`src/rtl/hmmm_loader.sv`:
```
// hmmm_loader: framed byte-stream program loader for the hmmm core; optional checksum via HMMM_LOADER_CHECKSUM_EN.
// Latency: 4 cycles/word back-to-back; rx_ready drops only during the ADDR/DATA strobe cycles.
module hmmm_loader #(
  parameter logic [7:0] HEADER = 8'hA5
) (
  input  logic        clk,
  input  logic        rst,
  input  logic        rx_valid,
  input  logic [7:0]  rx_data,
  output logic        rx_ready,
  output logic        pgrm_addr,
  output logic        pgrm_data,
  output logic [15:0] prog_data,
  output logic        cpu_rst,
  output logic        loading,
  output logic        done,
  output logic        error,
  output logic [8:0]  word_count
);

  typedef enum logic [3:0] {
    S_IDLE, S_COUNT, S_HI, S_LO, S_ADDR, S_DATA, S_CSUM, S_RUN, S_ERR
  } state_t;

  state_t      state, nxt;
  logic [8:0]  n_words;
  logic [7:0]  addr, hi_q, lo_q;
  logic        rx_fire;
`ifdef HMMM_LOADER_CHECKSUM_EN
  logic [7:0]  csum;
`endif

  assign rx_fire = rx_valid && rx_ready;

  always_comb begin
    nxt = state;
    case (state)
      S_IDLE:  if (rx_fire && rx_data == HEADER) nxt = S_COUNT;
      S_COUNT: if (rx_fire) nxt = S_HI;
      S_HI:    if (rx_fire) nxt = S_LO;
      S_LO:    if (rx_fire) nxt = S_ADDR;
      S_ADDR:  nxt = S_DATA;
      S_DATA: begin
        if (word_count + 9'd1 == n_words) begin
`ifdef HMMM_LOADER_CHECKSUM_EN
          nxt = S_CSUM;
`else
          nxt = S_RUN;
`endif
        end else begin
          nxt = S_HI;
        end
      end
`ifdef HMMM_LOADER_CHECKSUM_EN
      S_CSUM:  if (rx_fire) nxt = (rx_data == csum) ? S_RUN : S_ERR;
`endif
      S_RUN, S_ERR: if (rx_fire && rx_data == HEADER) nxt = S_COUNT;
      default: nxt = S_IDLE;
    endcase
  end

  // Outputs are registered from the next state so they line up with the state register.
  always_ff @(posedge clk or posedge rst) begin
    if (rst) begin
      state      <= S_IDLE;
      n_words    <= '0;
      addr       <= '0;
      hi_q       <= '0;
      lo_q       <= '0;
      word_count <= '0;
      rx_ready   <= 1'b1;
      pgrm_addr  <= 1'b0;
      pgrm_data  <= 1'b0;
      prog_data  <= '0;
      cpu_rst    <= 1'b1;
      loading    <= 1'b0;
      done       <= 1'b0;
`ifdef HMMM_LOADER_CHECKSUM_EN
      csum       <= '0;
      error      <= 1'b0;
`endif
    end else begin
      state <= nxt;
      case (state)
        S_COUNT: if (rx_fire) begin
          n_words    <= (rx_data == 8'h00) ? 9'd256 : {1'b0, rx_data};
          word_count <= '0;
          addr       <= '0;
`ifdef HMMM_LOADER_CHECKSUM_EN
          csum       <= '0;
`endif
        end
        S_HI: if (rx_fire) begin
          hi_q <= rx_data;
`ifdef HMMM_LOADER_CHECKSUM_EN
          csum <= csum ^ rx_data;
`endif
        end
        S_LO: if (rx_fire) begin
          lo_q <= rx_data;
`ifdef HMMM_LOADER_CHECKSUM_EN
          csum <= csum ^ rx_data;
`endif
        end
        S_DATA: begin
          addr       <= addr + 8'd1;
          word_count <= word_count + 9'd1;
        end
        default: ;
      endcase

      rx_ready  <= !(nxt == S_ADDR || nxt == S_DATA);
      pgrm_addr <= (nxt == S_ADDR);
      pgrm_data <= (nxt == S_DATA);
      prog_data <= (nxt == S_ADDR) ? {8'h00, addr} :
                   (nxt == S_DATA) ? {hi_q, lo_q} : 16'h0000;
      cpu_rst   <= (nxt != S_RUN);
      loading   <= (nxt inside {S_COUNT, S_HI, S_LO, S_ADDR, S_DATA, S_CSUM});
      done      <= (nxt == S_RUN);
`ifdef HMMM_LOADER_CHECKSUM_EN
      error     <= (nxt == S_ERR);
`endif
    end
  end

`ifndef HMMM_LOADER_CHECKSUM_EN
  assign error = 1'b0;
`endif

endmodule

```
`config.mk`:
```
export PLATFORM = sky130hd
export DESIGN_NAME = hmmm_loader
export DESIGN_NICKNAME = d
export VERILOG_FILES = /design/src/rtl/hmmm_loader.sv
export SDC_FILE = /design/constraint.sdc
export NUM_CORES = 1
export LEC_CHECK = 0
export CELL_PAD_IN_SITES_DETAIL_PLACEMENT = 0
export CELL_PAD_IN_SITES_GLOBAL_PLACEMENT = 1
export CORE_MARGIN = 2
export CORE_UTILIZATION = 35
export CTS_CLUSTER_DIAMETER = 200
export DETAILED_ROUTE_END_ITERATION = 10
export DONT_BUFFER_PORTS = 1
export HOLD_SLACK_MARGIN = 0.06
export PLACE_DENSITY_LB_ADDON = 0.1
export SLEW_MARGIN = 20
export SYNTH_ARGS = -nofsm -noshare
export SYNTH_HDL_FRONTEND = slang
export SYNTH_SLANG_ARGS = --single-unit
```
`constraint.sdc`:
```
create_clock -name clk -period 3.2 [get_ports clk]
set_clock_uncertainty 0.1 [all_clocks]
set_input_delay 0.64 -clock clk [delete_from_list [all_inputs] [get_ports clk]]
set_output_delay 0.64 -clock clk [all_outputs]
set_load 0.1 [all_outputs]
```
Yosys cells after proc, flatten, opt, wreduce, memory -nomap -nowiden
Cells that the tools add are included.
{"block": "totals", "register_bits": 68, "in_bits": 11, "output_inout_bits": 32, "word_cells": 59}
{"block": "op_classes", "n_addsub": 2, "eq_ne": 18, "n_mux": 13, "reduce_logical": 13}
{"operator": "2-to-1 mux 16 bit", "n": 2}
{"operator": "== test 4 x 3 -> 1 bit (second input constant)", "n": 7}
{"operator": "one-hot mux 4 bit (6 select lines)", "n": 1}
{"operator": "2-to-1 mux 9 bit", "n": 2}
{"operator": "one-hot mux 9 bit (2 select lines)", "n": 1}
{"operator": "== test 4 x 2 -> 1 bit (second input constant)", "n": 4}
{"operator": "2-to-1 mux 4 bit", "n": 4}
{"operator": "one-hot mux 8 bit (2 select lines)", "n": 1}
{"operator": "adder 9 x 1 -> 9 bit (second input constant)", "n": 1}
{"operator": "== test 9 bit", "n": 1}
{"operator": "adder 8 x 1 -> 8 bit (second input constant)", "n": 1}
{"operator": "== test 4 x 1 -> 1 bit (second input constant)", "n": 2}
{"operator": "== test 8 bit (second input constant)", "n": 1}
{"operator": "zero test 8 bit", "n": 1}
{"operator": "2-to-1 mux 8 bit", "n": 1}
{"operator": "AND reduction 2 bit", "n": 4}
{"operator": "nonzero test 6 bit", "n": 1}
{"operator": "== test 4 bit (second input constant)", "n": 1}
{"operator": "zero test 4 bit", "n": 1}
{"operator": "!= test 4 x 3 -> 1 bit (second input constant)", "n": 1}
{"operator": "2-to-1 mux 3 bit", "n": 1}
{"operator": "OR reduction 3 bit", "n": 1}
{"operator": "logical AND 1 bit", "n": 2}
{"operator": "!= test 2 bit (second input constant)", "n": 1}
{"operator": "other kinds (3)", "n": 3}

Depth between registers and ports, before layout
Gate-level depths: netlist of run 1.
{"block": "logic_depth", "word_depth": 7, "depth_mapped": 7, "ltp_nobuf": 6}

Worst setup path after synthesis of run 1
No wires, ideal clock.
{"block": "synth_timing", "path_kind": "register to register", "startpoint": "reg word_count[0]", "endpoint": "reg cpu_rst", "setup_ps": 77, "arrival_ps": 2407, "required_ps": 3023, "path_slack_ps": 615, "stages_incl_launch_ff": 7, "n_path_buf": 0, "synth_period_minus_slack_ps": 2585, "cell_sequence": "dfrtp_1 -> ha_1 -> nand3_2 -> or3_1 -> a211oi_2 -> nand4_2 -> and2_1"}
{"block": "synth_between", "elab_chain_len": 5}
{"item": "from (decl)", "line": "18", "rtl": "output logic [8:0] word_count"}
{"item": "from (signal assigned)", "line": "107", "rtl": "word_count <= word_count + 9'd1;"}
{"item": "adder 9 x 1 -> 9 bit", "line": "44", "rtl": "if (word_count + 9'd1 == n_words) begin"}
{"item": "== test 9 bit", "line": "44"}
{"item": "2-to-1 mux 3 bit", "line": "44"}
{"item": "one-hot mux 4 bit (6 select lines)", "line": "37", "rtl": "case (state)"}
{"item": "!= test 4 x 3 -> 1 bit", "line": "117", "rtl": "cpu_rst <= (nxt != S_RUN);"}
{"item": "to (signal assigned)", "line": "117"}
{"item": "to (decl)", "line": "14", "rtl": "output logic cpu_rst,"}
Every way passes these cells.
A chain may end at the register's enable or synchronous reset.

Final worst setup path of run 1
{"block": "layout_timing", "startpoint": "reg word_count[1]", "endpoint": "reg cpu_rst"}
Same word-level chain as after synthesis.

==> summary.md, run 1 <==
| Metric | Value |
|---|---|
| Post-Route Setup TNS | 0 ns |
| Vias in the first global route | 2193 |
| Reg-to-Reg End | cpu_rst$_DFF_PP1_ |
| Avg Cell Area, Syn | 11.78 µm² |
| Synthesized Nets | 277 |
| WS Path Type | flop to flop |
| CP required | 3.38 ns |
| Met2 WL | 3294 µm |
| Status | complete, no violations |
| Int Pwr | 1.975 mW |
| DP HPWL | 4905 µm |
| FP Rows | 34 |
| Fin crit share | 0.6936 |
| Clock Tree Root | clkbuf_8 |
| CP Capture Point | cpu_rst$_DFF_PP1_ |
| CTS tree | built |
| Metal3 WL | 424 µm |
| CP peak stage delay | 0.46 ns |
| Nature of the critical path startpoint | flop |
| Reg2reg path depth | 6 |
| Top Layer Used | met4 |
| RSZ-0062 raised after global routing | no |
| Worst Hold Class | input port to asynchronous set/reset pin |
| Hold buffers post-CTS | 0 |
| CP arrival | 2.40 ns |
| Setup WS post-layout | 0.9805 ns |
| Fraction of layout cells with a size suffix above 1 | 0.2500 |
| Pre-CTS WS | 0.9421 ns |
| Drt first pass iters | 4 |
| Number of stages on the worst setup path | 6 |
| Number of flops mapped to enable cells by yosys | 0 |
| Top Ports | 43 |
| Worst-path clk slew | 0.08 ns |
| Actual slew at the worst max-slew pin | 0.8937 ns |
| P_sw | 1.688 mW |
| Avg WL per Cell | 18.83 µm |
| Setup-failing EPs final | 0 |
| Total core area | 8678 µm² |
| Post-Syn Area | 3109 µm² |
| Sequential Power Share | 0.476 |
| FILL cells | 858 |
| Delay-heaviest family, CP | simple AND/OR/NAND/NOR gates |
| ANT nets after route | 0 |
| Vias/cell | 5.428 |
| Mapped Cells | 264 |
| Logic pwr share | 0.327 |
| CP Max Fanout | 7 |
| Post-CTS Setup Bufs | 0 |
| Post-layout min period | 2.219 ns |
| CTS Buffer Depth | 2 |
| DRT Wirelength | 7307 µm |
| Ant. Diodes | 0 |
| Post-synth ARST share | 1.000 |
| PwrDens | 1054 nW/µm² |
| Starting Density | 0.3583 |
| Overflow after GRT | 0 |
| First-pass GRT wire length | 12100 µm |
| Nets@finish | 288 |
| WP buf/inv | 0 |
| Synth cell types | 52 |
| Register-to-register setup slack | 0.98 ns |
| Clock share of power | 0.197 |
| Inserted Clock Buffers | 9 |
| Final Hold Viols | 0 |
| Antenna violations before repair | 0 |
| Die H | 98.25 µm |
| RD Place Congestion | 0.8449 |
| Switching fraction of total power | 0.4609 |
| GRT Resource Usage Total | 0.1651 |
| CTS-repair resized insts | 0 |
| Iteration-0 DRC Markers | 91 |
| Synthesis warning total | 0 |
| Worst path cell trace | ha_1 > nand3_2 > or3_1 > a211oi_2 > nand4_2 > and2_1 |
| Sink Count | 68 |
| Port Buffers | 0 |
| Area delta synth->final | 11.75% |
| Register Area | 1704 µm² |
| Slowest CP cell | dfrtp_1 |
| DRC viols | 0 |
| Sequential share of the synthesized area | 0.5481 |
| Leakage power | 1.562 nW |
| Reg-to-Reg Start | word_count[1]$_DFFE_PP0P_ |
| Most used DFF post-synth | dfrtp_1 |
| Vias after detailed routing | 2106 |
| FF+latch count, synth | 68 |
| CP Capture Type | flop |
| Largest net degree at the start of global routing | 38 |
| # Max-Cap Violations | 0 |
| Met1 Wirelength | 3394 µm |
| Slew headroom | 0.4046 |
| Die area | 9653 µm² |
| CP Launch Point | word_count[1]$_DFFE_PP0P_ |
| Fmax | 450.6 MHz |
| Clk_lat worst skew | 0.35 ns |
| CTS H-tree depth | 3 |
| Peak VDD IR | 0.5250 mV |
| Slew Viols, Final | 0 |
| Die Wd | 98.25 µm |
| Area of the multi-input gates | 1299 µm² |
## per-stage QoR
stage	instances	power (mW)	util	cell area, µm²	hold slack, ns
floorplan	264	2.711	-	3109	0.3474
global placement	372	2.953	0.3773	3274	0.3620
detailed placement	372	2.967	0.3773	3274	0.3709
CTS	388	3.705	0.4004	3475	0.1740
global route	388	3.892	0.4004	3475	0.2208
finish	388	3.663	0.4004	3475	0.1626
## power by group through the flow
| stage | logic [mW] | clock network, mW | registers [mW] |
|---|---|---|---|
| floorplan | 0.771 | 0 | 1.94 |
| detailed placement | 1.21 | 0 | 1.76 |
| CTS | 1.21 | 0.748 | 1.74 |
| global route | 1.31 | 0.782 | 1.80 |
| finish | 1.20 | 0.720 | 1.74 |
| global placement | 1.20 | 0 | 1.76 |
## synth_stat cells, types with 4 or more instances
master	number	share of area
xnor2_1	5	0.014
and2_1	10	0.020
nor2_1	7	0.0085
a21oi_1	9	0.014
and3_1	4	0.0080
dfrtp_1	66	0.53
nand3_1	11	0.018
nand4_1	7	0.014
o21ai_0	22	0.035
nand2_1	14	0.017
a22o_1	10	0.028
buf_2	7	0.011
mux2_2	24	0.087
xor2_1	4	0.011
## cell families after synthesis
kind of cell / count (synthesis) / synth area share
AND/OR/NAND/NOR: 86 / 0.1759
flip-flops: 68 / 0.5481
AO/OA/AOI/OAI: 56 / 0.1203
multiplexers: 24 / 0.08692
buffers and inverters: 18 / 0.03420
XOR/XNOR: 9 / 0.02535
adder cells (fa/ha/maj): 2 / 0.008047
other: 1 / 0.001206
## final cells by class
| class | count | share of cell area |
|---|---|---|
| Clock buffer | 9 | 0.03565 |
| Clock inverter | 7 | 0.02197 |
| Inverter | 3 | 0.003241 |
| Multi-Input combinational cell | 178 | 0.3738 |
| Sequential cell | 68 | 0.4905 |
| Tap cell | 108 | 0.03889 |
| Timing Repair Buffer | 15 | 0.03601 |
## flip-flops by register name, summed over array words and instances, names as in the netlist
signal,count
addr,8
cpu_rst,1
done,1
hi_q,8
lo_q,8
loading,1
n_words,9
pgrm_addr,1
pgrm_data,1
prog_data,16
rx_ready,1
state,4
word_count,9
## cells in the final DEF (no fill, tap or decap), drive strengths merged, types with 3 or more instances in the layout
cell | synthesis | routed
dfrtp | 66 | 66
mux2 | 24 | 24
o21ai | 22 | 22
nand2 | 15 | 15
buf | 12 | 15
nand3 | 12 | 12
a22o | 10 | 10
and2 | 10 | 10
a21oi | 9 | 9
clkbuf | 3 | 9
nand4 | 8 | 8
nor2 | 7 | 7
and3 | 6 | 6
xnor2 | 5 | 5
xor2 | 4 | 4
and4 | 4 | 4
inv | 3 | 4
nor2b | 3 | 3
o41ai | 3 | 3
nor4 | 3 | 3
a211oi | 3 | 3
clkinv | 0 | 3
## how the worst min path moves through the flow
stage                                    from                       to  slack, ns  depth (start not counted)
final                                     rst      hi_q[5]$_DFFE_PP0P_       0.16                          1
after detailed placement  hi_q[7]$_DFFE_PP0P_  prog_data[15]$_DFF_PP0_       0.37                          1
after global placement    hi_q[7]$_DFFE_PP0P_  prog_data[15]$_DFF_PP0_       0.36                          1
after floorplan           hi_q[2]$_DFFE_PP0P_  prog_data[10]$_DFF_PP0_       0.35                          1
after global routing                      rst      hi_q[5]$_DFFE_PP0P_       0.22                          1
after CTS                                 rst      hi_q[5]$_DFFE_PP0P_       0.17                          1
## metal layers
layer,up-vias,track usage
met5,-,0
li1,990,-
met2,50,0.2429
met4,0,0.08114
met1,1052,0.2225
met3,14,0.05011
No activity file was read; power rests on OpenSTA's default activity.
==> run 2: changes to the inputs <==
==> constraint.sdc (replaced) <==
create_clock -name clk -period 2.1 [get_ports clk]
set_clock_uncertainty 0.1 [all_clocks]
set_input_delay 0.42 -clock clk [delete_from_list [all_inputs] [get_ports clk]]
set_output_delay 0.42 -clock clk [all_outputs]
set_load 0.1 [all_outputs]
==> summary.md, run 2 (synthesis gave the netlist of run 1 again) <==
| Metric | Value |
|---|---|
| Status | complete, no violations |
| RD Place Congestion | 0.8042 (-4.8%) |
| CP Capture Type | flop |
| WP buf/inv | 0 (unchanged) |
| Delay-heaviest family, CP | simple AND/OR/NAND/NOR gates |
| Slowest CP cell | dfrtp_4 |
| WS Path Type | flop to flop |
| Die area | 9653 µm² (unchanged) |
| Fin crit share | 0.9374 (+0.2438) |
| Clock share of power | 0.196 (about the same) |
| Fraction of layout cells with a size suffix above 1 | 0.3592 (+0.1092) |
| Sink Count | 68 (unchanged) |
| CTS tree | built |
| Drt first pass iters | 4 (unchanged) |
| Sequential Power Share | 0.367 (-0.109) |
| Top Ports | 43 (unchanged) |
| Vias in the first global route | 2250 (+2.6%) |
| Post-Route Setup TNS | 0 ns (unchanged) |
| Starting Density | 0.3583 (unchanged) |
| Port Buffers | 0 (unchanged) |
| Top flop regs | prog_data x16, n_words x9, word_count x9 |
| Worst path cell trace | ha_4 > nor2b_1 > or4b_1 > nand3_1 > nand4_2 > and2_1 |
| Inserted Clock Buffers | 9 (unchanged) |
| Clk_lat worst skew | 0.35 ns (about the same) |
| Avg WL per Cell | 17.46 µm (-7.3%) |
| Worst-path clk slew | 0.08 ns (about the same) |
| Worst Hold Class | input port to flop |
| RSZ-0062 raised after global routing | no |
| Clock Tree Root | clkbuf_8 |
| Nets@finish | 317 (+10%) |
| CP peak stage delay | 0.52 ns (+0.06 ns) |
| Slew headroom | 0.6018 (+0.1972) |
| Die H | 98.25 µm (unchanged) |
| Int Pwr | 3.249 mW (+65%) |
| Iteration-0 DRC Markers | 84 (-7.7%) |
| P_sw | 2.625 mW (+55%) |
| Placement Cell Area | 3513 µm² (+7.3%) |
| ANT nets after route | 0 (unchanged) |
| DP HPWL | 5041 µm (+2.8%) |
| CP required | 2.29 ns (-1.09 ns) |
| Antenna violations before repair | 0 (unchanged) |
| Hold_ws | 0.1144 ns (-0.04815 ns) |
| Switching fraction of total power | 0.4468 (-0.01408) |
| Final instance area | 3752 µm² (+8.0%) |
| Max reg flops | 16 (unchanged) |
| Peak VDD IR | 0.5736 mV (+9.3%) |
| Slew Viols, Final | 0 (unchanged) |
| Register-to-register setup slack | 0.13 ns (-0.85 ns) |
| Post-layout min period | 1.968 ns (-0.2510 ns) |
| Ant. Diodes | 0 (unchanged) |
| Die Wd | 98.25 µm (unchanged) |
| Final Hold Viols | 0 (unchanged) |
| Area delta synth->final | 20.68% |
| Overflow after GRT | 0 (unchanged) |
| Nature of the critical path startpoint | flop |
| Most common cell after layout, fill and taps aside | dfrtp_1 |
| # Max-Cap Violations | 0 (unchanged) |
| First-pass GRT wire length | 12160 µm (+0.45%) |
| Largest net degree at the start of global routing | 36 (-5.3%) |
| FP Rows | 34 (unchanged) |
| Vias after detailed routing | 2175 (+3.3%) |
| Most flops, register | prog_data |
| Total core area | 8678 µm² (unchanged) |
| CTS H-tree depth | 3 (unchanged) |
| CTS Buffer Depth | 2 (unchanged) |
| Commonest cells after routing, fill and taps aside | dfrtp_1, buf_4, mux2_2 |
| Setup-failing EPs final | 0 (unchanged) |
| PwrDens | 1565 nW/µm² (+48%) |
| DRC viols | 0 (unchanged) |
| GRT Resource Usage Total | 0.1630 (-0.002094) |
| Actual slew at the worst max-slew pin | 0.5973 ns (-0.2964 ns) |
| Vias/cell | 5.216 (-3.9%) |
| Leakage power | 1.703 nW (+9.0%) |
| CP Max Fanout | 7 (unchanged) |
| Fmax | 508.0 MHz (+13%) |
| DRT Wirelength | 7279 µm (-0.38%) |
| Logic pwr share | 0.437 (+0.110) |
| CP arrival | 2.16 ns (-0.24 ns) |
==> run 2: cell count changes in the layout (fill, tap and decap cells not counted), sizes merged <==
cell	delta
clkinvlp	+1
buf	+28
clkinv	-2
dlygate4sd3	+1
clkbuf	+1
==> run 2: path summary, 6_finish.rpt <==
check / start / cells after the start / to
max: word_count[0]$_DFFE_PP0P_ / 6 / cpu_rst$_DFF_PP1_
min reg2reg: hi_q[4]$_DFFE_PP0P_ / 1 / prog_data[12]$_DFF_PP0_
max in group asynchronous: rst / 3 / rx_ready$_DFF_PP1_
max reg2reg: word_count[0]$_DFFE_PP0P_ / 6 / cpu_rst$_DFF_PP1_
min in group asynchronous: rst / 2 / pgrm_data$_DFF_PP0_
min: rx_data[4] / 1 / hi_q[4]$_DFFE_PP0P_
==> run 2: per-layer routing <==
layer	part of all wire	track usage
met5	0	0
met4	0.016	0.06955
met3	0.038	0.03221
met2	0.46	0.2487
met1	0.48	0.2278
==> run 2: power by group through the flow <==
stage	Combinational (mW)	Clock, mW	Sequential [mW]
6_report	2.57	1.15	2.16
5_1_grt	2.76	1.25	2.23
4_1_cts	2.57	1.19	2.16
3_5_place_dp	2.56	0	2.19
3_3_place_gp	2.55	0	2.17
2_1_floorplan	1.18	0	2.99
==> run 2: what timing repair did <==
item / in CTS / in global routing
setup buffers: 0 / 1
endpoints found under the hold margin: 66 / 0
hold buffers: 1 / 0
resized for setup: 0 / 2
setup endpoints to repair: 0 / 12
==> run 2: area by class of cell <==
class                           count  area [µm²]
Clock buffer                       10       137.6
Fill cell                         859        4926
Sequential cell                    68        1724
Clock inverter                      6       71.32
Multi-Input combinational cell    178        1324
Inverter                            3       15.01
Timing Repair Buffer               44       345.3
Tap cell                          108       135.1
==> run 2: through the flow <==
| step | instances | setup slack (ns) | utilization | power (mW) |
|---|---|---|---|---|
| finish | 417 | 0.1315 | 0.4324 | 5.874 |
| global route | 417 | 0.005226 | 0.4324 | 6.236 |
| CTS | 416 | 0.06687 | 0.4301 | 5.915 |
| detailed placement | 399 | 0.08428 | 0.4048 | 4.746 |
| global placement | 399 | 0.1052 | 0.4048 | 4.726 |
| floorplan | 264 | 0.02000 | - | 4.174 |
==> run 3: changes to the inputs <==
--- a/config.mk
+++ b/config.mk
@@ -12,7 +12,7 @@
 export CTS_CLUSTER_DIAMETER = 200
 export DETAILED_ROUTE_END_ITERATION = 10
 export DONT_BUFFER_PORTS = 1
-export HOLD_SLACK_MARGIN = 0.06
+export HOLD_SLACK_MARGIN = 0.08
 export PLACE_DENSITY_LB_ADDON = 0.1
 export SLEW_MARGIN = 20
 export SYNTH_ARGS = -nofsm -noshare
==> results of run 3 <==
No change in the layout: final DEF, timing and power equal those of run 2.
